## config.mk

```make
export PLATFORM = sky130hd
export DESIGN_NAME = mc_controller
export DESIGN_NICKNAME = d
export VERILOG_FILES = /design/src/rtl/mc_pkg.sv /design/src/rtl/mc_controller_alu_decoder.sv /design/src/rtl/mc_controller.sv
export SDC_FILE = /design/constraint.sdc
export NUM_CORES = 1
export LEC_CHECK = 0
export CAP_MARGIN = 10
export CORE_MARGIN = 1
export CORE_UTILIZATION = 36
export DETAILED_ROUTE_END_ITERATION = 10
export PLACE_DENSITY = 0.77
export SLEW_MARGIN = 20
export SYNTH_ARGS = -nofsm -noshare
export SYNTH_HDL_FRONTEND = slang
export SYNTH_SLANG_ARGS = --single-unit
```

## constraint.sdc

```tcl
create_clock -name clk -period 1.7 [get_ports clk]
set_clock_uncertainty 0.05 [all_clocks]
set_input_delay 0.17 -clock clk [delete_from_list [all_inputs] [get_ports clk]]
set_output_delay 0.17 -clock clk [all_outputs]
set_load 0.1 [all_outputs]
```

## src/rtl/mc_pkg.sv

```systemverilog
// Shared encodings for the multicycle RV32I control unit: FSM states, opcodes,
// and the select/control codes driven onto the datapath.
package mc_pkg;

  typedef enum logic [3:0] {
    FETCH    = 4'd0,
    DECODE   = 4'd1,
    MEMADR   = 4'd2,
    MEMREAD  = 4'd3,
    MEMWB    = 4'd4,
    MEMWRITE = 4'd5,
    EXECR    = 4'd6,
    EXECI    = 4'd7,
    ALUWB    = 4'd8,
    JAL      = 4'd9,
    BEQ      = 4'd10,
    ILLEGAL  = 4'd11
  } mc_state_t;

  localparam logic [6:0] OP_LW    = 7'b0000011;
  localparam logic [6:0] OP_SW    = 7'b0100011;
  localparam logic [6:0] OP_RTYPE = 7'b0110011;
  localparam logic [6:0] OP_ITYPE = 7'b0010011;
  localparam logic [6:0] OP_JAL   = 7'b1101111;
  localparam logic [6:0] OP_BEQ   = 7'b1100011;

  localparam logic [1:0] ALUOP_ADD   = 2'b00;
  localparam logic [1:0] ALUOP_SUB   = 2'b01;
  localparam logic [1:0] ALUOP_FUNCT = 2'b10;

  localparam logic [2:0] ALU_ADD = 3'b000;
  localparam logic [2:0] ALU_SUB = 3'b001;
  localparam logic [2:0] ALU_AND = 3'b010;
  localparam logic [2:0] ALU_OR  = 3'b011;
  localparam logic [2:0] ALU_SLT = 3'b101;

  localparam logic [1:0] RES_ALUOUT    = 2'b00;
  localparam logic [1:0] RES_DATA      = 2'b01;
  localparam logic [1:0] RES_ALURESULT = 2'b10;

  localparam logic [1:0] SRCA_PC    = 2'b00;
  localparam logic [1:0] SRCA_OLDPC = 2'b01;
  localparam logic [1:0] SRCA_RD1   = 2'b10;

  localparam logic [1:0] SRCB_RD2  = 2'b00;
  localparam logic [1:0] SRCB_IMM  = 2'b01;
  localparam logic [1:0] SRCB_FOUR = 2'b10;

  localparam logic [1:0] IMM_I = 2'b00;
  localparam logic [1:0] IMM_S = 2'b01;
  localparam logic [1:0] IMM_B = 2'b10;
  localparam logic [1:0] IMM_J = 2'b11;

endpackage

```

## src/rtl/mc_controller_alu_decoder.sv

```systemverilog
// Combinational ALU operation decode from the FSM's ALUOp and the
// instruction's function fields.
module alu_decoder
  import mc_pkg::*;
(
  input  logic [1:0] alu_op,
  input  logic [2:0] funct3,
  input  logic       op5,
  input  logic       funct7b5,
  output logic [2:0] alu_control
);

  always_comb begin
    alu_control = ALU_ADD;
    case (alu_op)
      ALUOP_ADD: alu_control = ALU_ADD;
      ALUOP_SUB: alu_control = ALU_SUB;
      ALUOP_FUNCT: begin
        case (funct3)
          // Only R-type (op[5]=1) can request sub; addi ignores bit 30.
          3'b000:  alu_control = (op5 & funct7b5) ? ALU_SUB : ALU_ADD;
          3'b010:  alu_control = ALU_SLT;
          3'b110:  alu_control = ALU_OR;
          3'b111:  alu_control = ALU_AND;
          default: alu_control = ALU_ADD;
        endcase
      end
      default: alu_control = ALU_ADD;
    endcase
  end

endmodule

```

## src/rtl/mc_controller.sv

```systemverilog
// Multicycle RV32I control unit: Moore FSM sequencing fetch/decode/execute/
// memory/writeback over a shared datapath with a variable-latency memory.
module mc_controller
  import mc_pkg::*;
(
  input  logic       clk,
  input  logic       rst,
  input  logic [6:0] op,
  input  logic [2:0] funct3,
  input  logic       funct7b5,
  input  logic       Zero,
  input  logic       mem_ready,
  output logic       PCWrite,
  output logic       AdrSrc,
  output logic       IRWrite,
  output logic       MemWrite,
  output logic       RegWrite,
  output logic [1:0] ResultSrc,
  output logic [1:0] ALUSrcA,
  output logic [1:0] ALUSrcB,
  output logic [2:0] ALUControl,
  output logic [1:0] ImmSrc,
  output logic       instr_done,
  output logic       illegal,
  output mc_state_t  state_dbg
);

  // Memory handshake: the access presented in FETCH, MEMREAD or MEMWRITE
  // completes on the rising edge where mem_ready=1; until then the state and
  // every control output hold unchanged.
  mc_state_t  state, state_next;
  logic       pc_update, branch;
  logic       irwrite_fsm, memwrite_fsm, regwrite_fsm;
  logic       done_next;
  logic [1:0] alu_op;

  always_ff @(posedge clk or posedge rst) begin
    if (rst) begin
      state      <= FETCH;
      instr_done <= 1'b0;
    end else begin
      state      <= state_next;
      instr_done <= done_next;
    end
  end

  always_comb begin
    state_next   = state;
    pc_update    = 1'b0;
    branch       = 1'b0;
    irwrite_fsm  = 1'b0;
    memwrite_fsm = 1'b0;
    regwrite_fsm = 1'b0;
    done_next    = 1'b0;
    alu_op       = ALUOP_ADD;
    AdrSrc       = 1'b0;
    ResultSrc    = RES_ALUOUT;
    ALUSrcA      = SRCA_PC;
    ALUSrcB      = SRCB_RD2;
    case (state)
      FETCH: begin
        ALUSrcB     = SRCB_FOUR;
        ResultSrc   = RES_ALURESULT;
        irwrite_fsm = mem_ready;
        pc_update   = mem_ready;
        if (mem_ready) state_next = DECODE;
      end
      DECODE: begin
        // Branch target is computed here so BEQ can load it from ALUOut.
        ALUSrcA = SRCA_OLDPC;
        ALUSrcB = SRCB_IMM;
        case (op)
          OP_LW, OP_SW: state_next = MEMADR;
          OP_RTYPE:     state_next = EXECR;
          OP_ITYPE:     state_next = EXECI;
          OP_JAL:       state_next = JAL;
          OP_BEQ:       state_next = BEQ;
          default:      state_next = ILLEGAL;
        endcase
      end
      MEMADR: begin
        ALUSrcA    = SRCA_RD1;
        ALUSrcB    = SRCB_IMM;
        state_next = op[5] ? MEMWRITE : MEMREAD;
      end
      MEMREAD: begin
        AdrSrc = 1'b1;
        if (mem_ready) state_next = MEMWB;
      end
      MEMWB: begin
        ResultSrc    = RES_DATA;
        regwrite_fsm = 1'b1;
        done_next    = 1'b1;
        state_next   = FETCH;
      end
      MEMWRITE: begin
        AdrSrc       = 1'b1;
        memwrite_fsm = 1'b1;
        if (mem_ready) begin
          done_next  = 1'b1;
          state_next = FETCH;
        end
      end
      EXECR: begin
        ALUSrcA    = SRCA_RD1;
        ALUSrcB    = SRCB_RD2;
        alu_op     = ALUOP_FUNCT;
        state_next = ALUWB;
      end
      EXECI: begin
        ALUSrcA    = SRCA_RD1;
        ALUSrcB    = SRCB_IMM;
        alu_op     = ALUOP_FUNCT;
        state_next = ALUWB;
      end
      ALUWB: begin
        regwrite_fsm = 1'b1;
        done_next    = 1'b1;
        state_next   = FETCH;
      end
      JAL: begin
        // Link value OldPC+4 goes to ALUOut while the PC loads the target.
        ALUSrcA    = SRCA_OLDPC;
        ALUSrcB    = SRCB_FOUR;
        pc_update  = 1'b1;
        state_next = ALUWB;
      end
      BEQ: begin
        ALUSrcA    = SRCA_RD1;
        ALUSrcB    = SRCB_RD2;
        alu_op     = ALUOP_SUB;
        branch     = 1'b1;
        done_next  = 1'b1;
        state_next = FETCH;
      end
      ILLEGAL: state_next = ILLEGAL;
      default: state_next = FETCH;
    endcase
  end

  // Reset gates the enables combinationally so nothing writes during reset.
  assign PCWrite  = ~rst & (pc_update | (branch & Zero));
  assign IRWrite  = ~rst & irwrite_fsm;
  assign MemWrite = ~rst & memwrite_fsm;
  assign RegWrite = ~rst & regwrite_fsm;

  always_comb begin
    case (op)
      OP_SW:   ImmSrc = IMM_S;
      OP_BEQ:  ImmSrc = IMM_B;
      OP_JAL:  ImmSrc = IMM_J;
      default: ImmSrc = IMM_I;
    endcase
  end

  alu_decoder u_alu_decoder (
    .alu_op      (alu_op),
    .funct3      (funct3),
    .op5         (op[5]),
    .funct7b5    (funct7b5),
    .alu_control (ALUControl)
  );

  assign illegal   = (state == ILLEGAL);
  assign state_dbg = state;

endmodule

```

==> results of run 1 <==
-- per-stage QoR --
stage	hold slack [ns]	instance area (µm²)	utilization
global placement	0.571	1450	0.928
floorplan	-0.0929	734	-
detailed placement	0.567	1450	0.928
-- logic make-up after synthesis --
| kind of cell | share of synthesized area |
|---|---|
| adders and majority gates | 0.0406 |
| buffers and inverters | 0.0955 |
| and+or+nand+nor | 0.380 |
| xor gates and xnor gates | 0.0285 |
| DFF | 0.203 |
| AOI/OAI and AO/OA | 0.252 |
==> run summary, run 1 <==
status - stopped before the end
last stage reached - 4_1_cts
stop err - [ERROR DPL-0038] Utilization greater than 100%, impossible to legalize
Post-synth EDFFs - 0
ys async rst share - 1.00
hold_buf cts - 0
Mean Syn Cell Area - 7.16 µm²
Post-Syn Nets - 103
Seq/Total Area, Yosys - 0.203
Post-Place Worst Slack - -0.219 ns
die outline height - 43.4 µm
Mapped Area - 616 µm²
top post-synthesis cells by area - dfrtp_1, nand2_1, nor2_1
Initial Util - 0.395
distinct cell type count of the synthesized netlist - 39
Yosys warning count - 0
Die Wd - 43.4 µm
Port Buf Inserts - 36
Synth area leader - dfrtp_1
most common cell in the netlist - nand2_1
H-tree depth - 1
CTS resizes - 35
placer congestion estimate - 0.812
I/O pins - 37
Setup Fix Bufs, Post-CTS - 4
number of synthesized register bits - 5
Synth top area share - 0.203
Cells after Synth - 86
CTS Buffer Depth - 2
Sink Count - 5
HPWL Detailed - 2260 µm
dpl cells - 153
synth cell count leaders - nand2_1, nor2_1, a21oi_1, inv_1, dfrtp_1
root buffer cell - clkbuf_4
Row Count - 14
CTS Buf Count - 3
Synth Flop Type - dfrtp_1
==> inputs of run 2 (changes only) <==
Settings changed: CORE_AREA set to 2 2 63 65, CORE_MARGIN 1 to unset, CORE_UTILIZATION 36 to unset, DIE_AREA set to 0 0 65 67, PLACE_DENSITY 0.77 to unset, PLACE_DENSITY_LB_ADDON set to 0.15.
==> run 2 against run 1 <==
Against the previous run:
- the flow now finishes, with violations (negative setup slack)
- synthesized area did not move
- synthesized cell count did not move
==> run summary, run 2 <==
fmax - 491 MHz
HPWL Detailed - 1910 µm (was 2260 µm)
CTS tree - done
most common cell in the netlist - nand2_1 (unchanged)
post-synthesis mux area share - 0 (unchanged)
failing checks - negative setup slack
Final ANT Viol Nets - 0
Post-Synth Adder-Cell Area - 0.0407 (unchanged)
final cycle utilization of the critical path - 1.20
filler instances - 318
largest net degree at the start of global routing - 13
final setup margin - -0.335 ns
Mapped Area - 616 µm² (unchanged)
Detailed Routing Iterations Pass 1 - 4
placer congestion estimate - 0.746 (was 0.812)
Simple-Gate Fraction of Synth Area - 0.380 (unchanged)
Yosys warning count - 0 (unchanged)
Core Area - 3610 µm²
Layout Nets - 170
ys async rst share - 1.00 (unchanged)
Post-synth EDFFs - 0 (unchanged)
Max-slew headroom - 0.810
critical path arrival - 1.82 ns
Row Count - 22 (was 14)
status - finished with violations (was stopped before the end)
Synth Area in XOR/XNOR - 0.0285 (unchanged)
Residual DRC - 0
vias per inst - 4.35
Sink Count - 5 (unchanged)
critical path startpoint category - register
Die Wd - 65 µm (was 43.4 µm)
max reg flops - 4
RSZ-0062 raised after global routing - true
die outline height - 67 µm (was 43.4 µm)
Max Cap Viol - 0
Initial Util - 0.171 (was 0.395)
Area Overhead vs Synth - 192%
Worst-Margin Slew - 0.284 ns
All-Layer GR Usage - 0.121
vias - 869
most frequent CP cell - buf_12
Initial DRC Count - 22
top post-synthesis cells by area - dfrtp_1, nand2_1, nor2_1 (unchanged)
later-pin clock latency in the skew report - 0.22 ns
post-route non-filler standard cell count - 200
number of synthesized register bits - 5 (unchanged)
H-tree depth - 1 (unchanged)
commonest non-fill, non-tap cell in the layout - buf_4
most frequent cells in the layout - buf_4, buf_12, clkdlybuf4s50_1
Seq/Total Area, Yosys - 0.203 (unchanged)
R2R cell count - 8
Hold Fails Final Rpt - 0
crit path max-delay cell type - dfrtp_4
count of final max-slew check failures - 0
Max FO, Critical Path - 5
Tmin final - 2.04 ns
Synth Flop Type - dfrtp_1 (unchanged)
Hold Crit Class - in -> async
initial antenna violation count - 0
vias in the first global route - 886
root buffer cell - clkbuf_8 (was clkbuf_4)
distinct cell type count of the synthesized netlist - 39 (unchanged)
synth cell count leaders - nand2_1, nor2_1, a21oi_1, inv_1, dfrtp_1 (unchanged)
Synth Area in Compound Gates - 0.252 (unchanged)
final setup TNS - -2.84 ns
Post-Syn Nets - 103 (unchanged)
I/O pins - 37 (unchanged)
drt total wl - 2420 µm
CP required - 1.48 ns
number of diodes - 0
setup violators final - 13
dpl cells - 190 (was 153)
Cells after Synth - 86 (unchanged)
share of cells above drive strength 1 - 0.638
drt wl/cell - 12.1 µm
Die ar. - 4360 µm²
Synth top area share - 0.203 (unchanged)
CTS Buffer Depth - 2 (unchanged)
largest family of logic cells by synthesized area - simple AND/OR/NAND/NOR gates (unchanged)
CP Capture Type - output port
Clock Pin Slew Worst Setup and Hold Paths - 0.04 ns
first-pass GRT wire length - 4020 µm
Mean Syn Cell Area - 7.16 µm² (unchanged)
Port Buf Inserts - 36 (unchanged)
Synth area leader - dfrtp_1 (unchanged)
CP cell instances - buf_12 > or3b_4 > a21oi_2 > a41oi_2 > nor3_4 > buf_12
CTS Buf Count - 3 (unchanged)
remaining global-route overflow - 0
critical path class - reg -> out
CP max stage delay - 0.49 ns
## run 2: what timing repair did
action,4_1_cts,5_1_grt
setup buffers,3,3
pin swaps,10,6
hold buffers,0,0
setup endpoints to repair,15,17
resized for setup,23,16
## run 2: per-layer routing
metal | GRT usage | share of wire | wire (µm)
met1 | 0.143 | 0.41 | 994
met2 | 0.210 | 0.52 | 1260
met3 | 0.0422 | 0.065 | 158
met4 | 0.0239 | 0.0025 | 6
met5 | 0 | 0 | 0
## run 2: layout make-up
cell class / count / area, µm² / area share
repair buffers: 67 / 856 / 0.477
multi-input cells: 70 / 672 / 0.374
flip-flops and latches: 5 / 140 / 0.0780
well taps: 48 / 60.1 / 0.0334
clock buffers: 4 / 45.0 / 0.0251
inverters: 6 / 22.5 / 0.0125
## run 2: through the flow
step                hold WS, ns   util  instance area, µm²  setup WS, ns
CTS                       0.356  0.470                1700        -0.385
floorplan               -0.0929      -                 734        -0.949
global route              0.382  0.498                1800        -0.421
global placement          0.583  0.426                1540        -0.183
detailed placement        0.585  0.426                1540        -0.188
finish                    0.337  0.498                1800        -0.335
## run 2: kinds of logic (layout without fill, tap and decap cells)
kind of cell    after synthesis  in the layout
simple gates                 43             43
compound gates               23             23
buf+inv                      11             77
flops                         5              5
fa+ha+maj                     2              2
xor+xnor                      2              2
## run 2: path summary, 6_finish.rpt
path                              startpoint      endpoint  slack (ns)
worst max-delay path            state_dbg[3]       PCWrite       -0.34
worst min-delay path                     rst  state_dbg[3]        0.34
worst max register to register  state_dbg[3]  state_dbg[0]       -0.15
worst min register to register  state_dbg[3]    instr_done        0.60
max in group asynchronous                rst  state_dbg[1]        1.14
min in group clk                state_dbg[3]    instr_done        0.60
## run 2: critical path: cells and delay by family (launching register included)
kind,cells,cell delay [ns]
AOI/OAI and AO/OA,2,0.20
and+or+nand+nor,2,0.56
buffers and inverters,2,0.34
DFF,1,0.49
Power of run 2 is not shown: default switching activity piles up to over one toggle a cycle in this logic, so the estimate is an artifact.
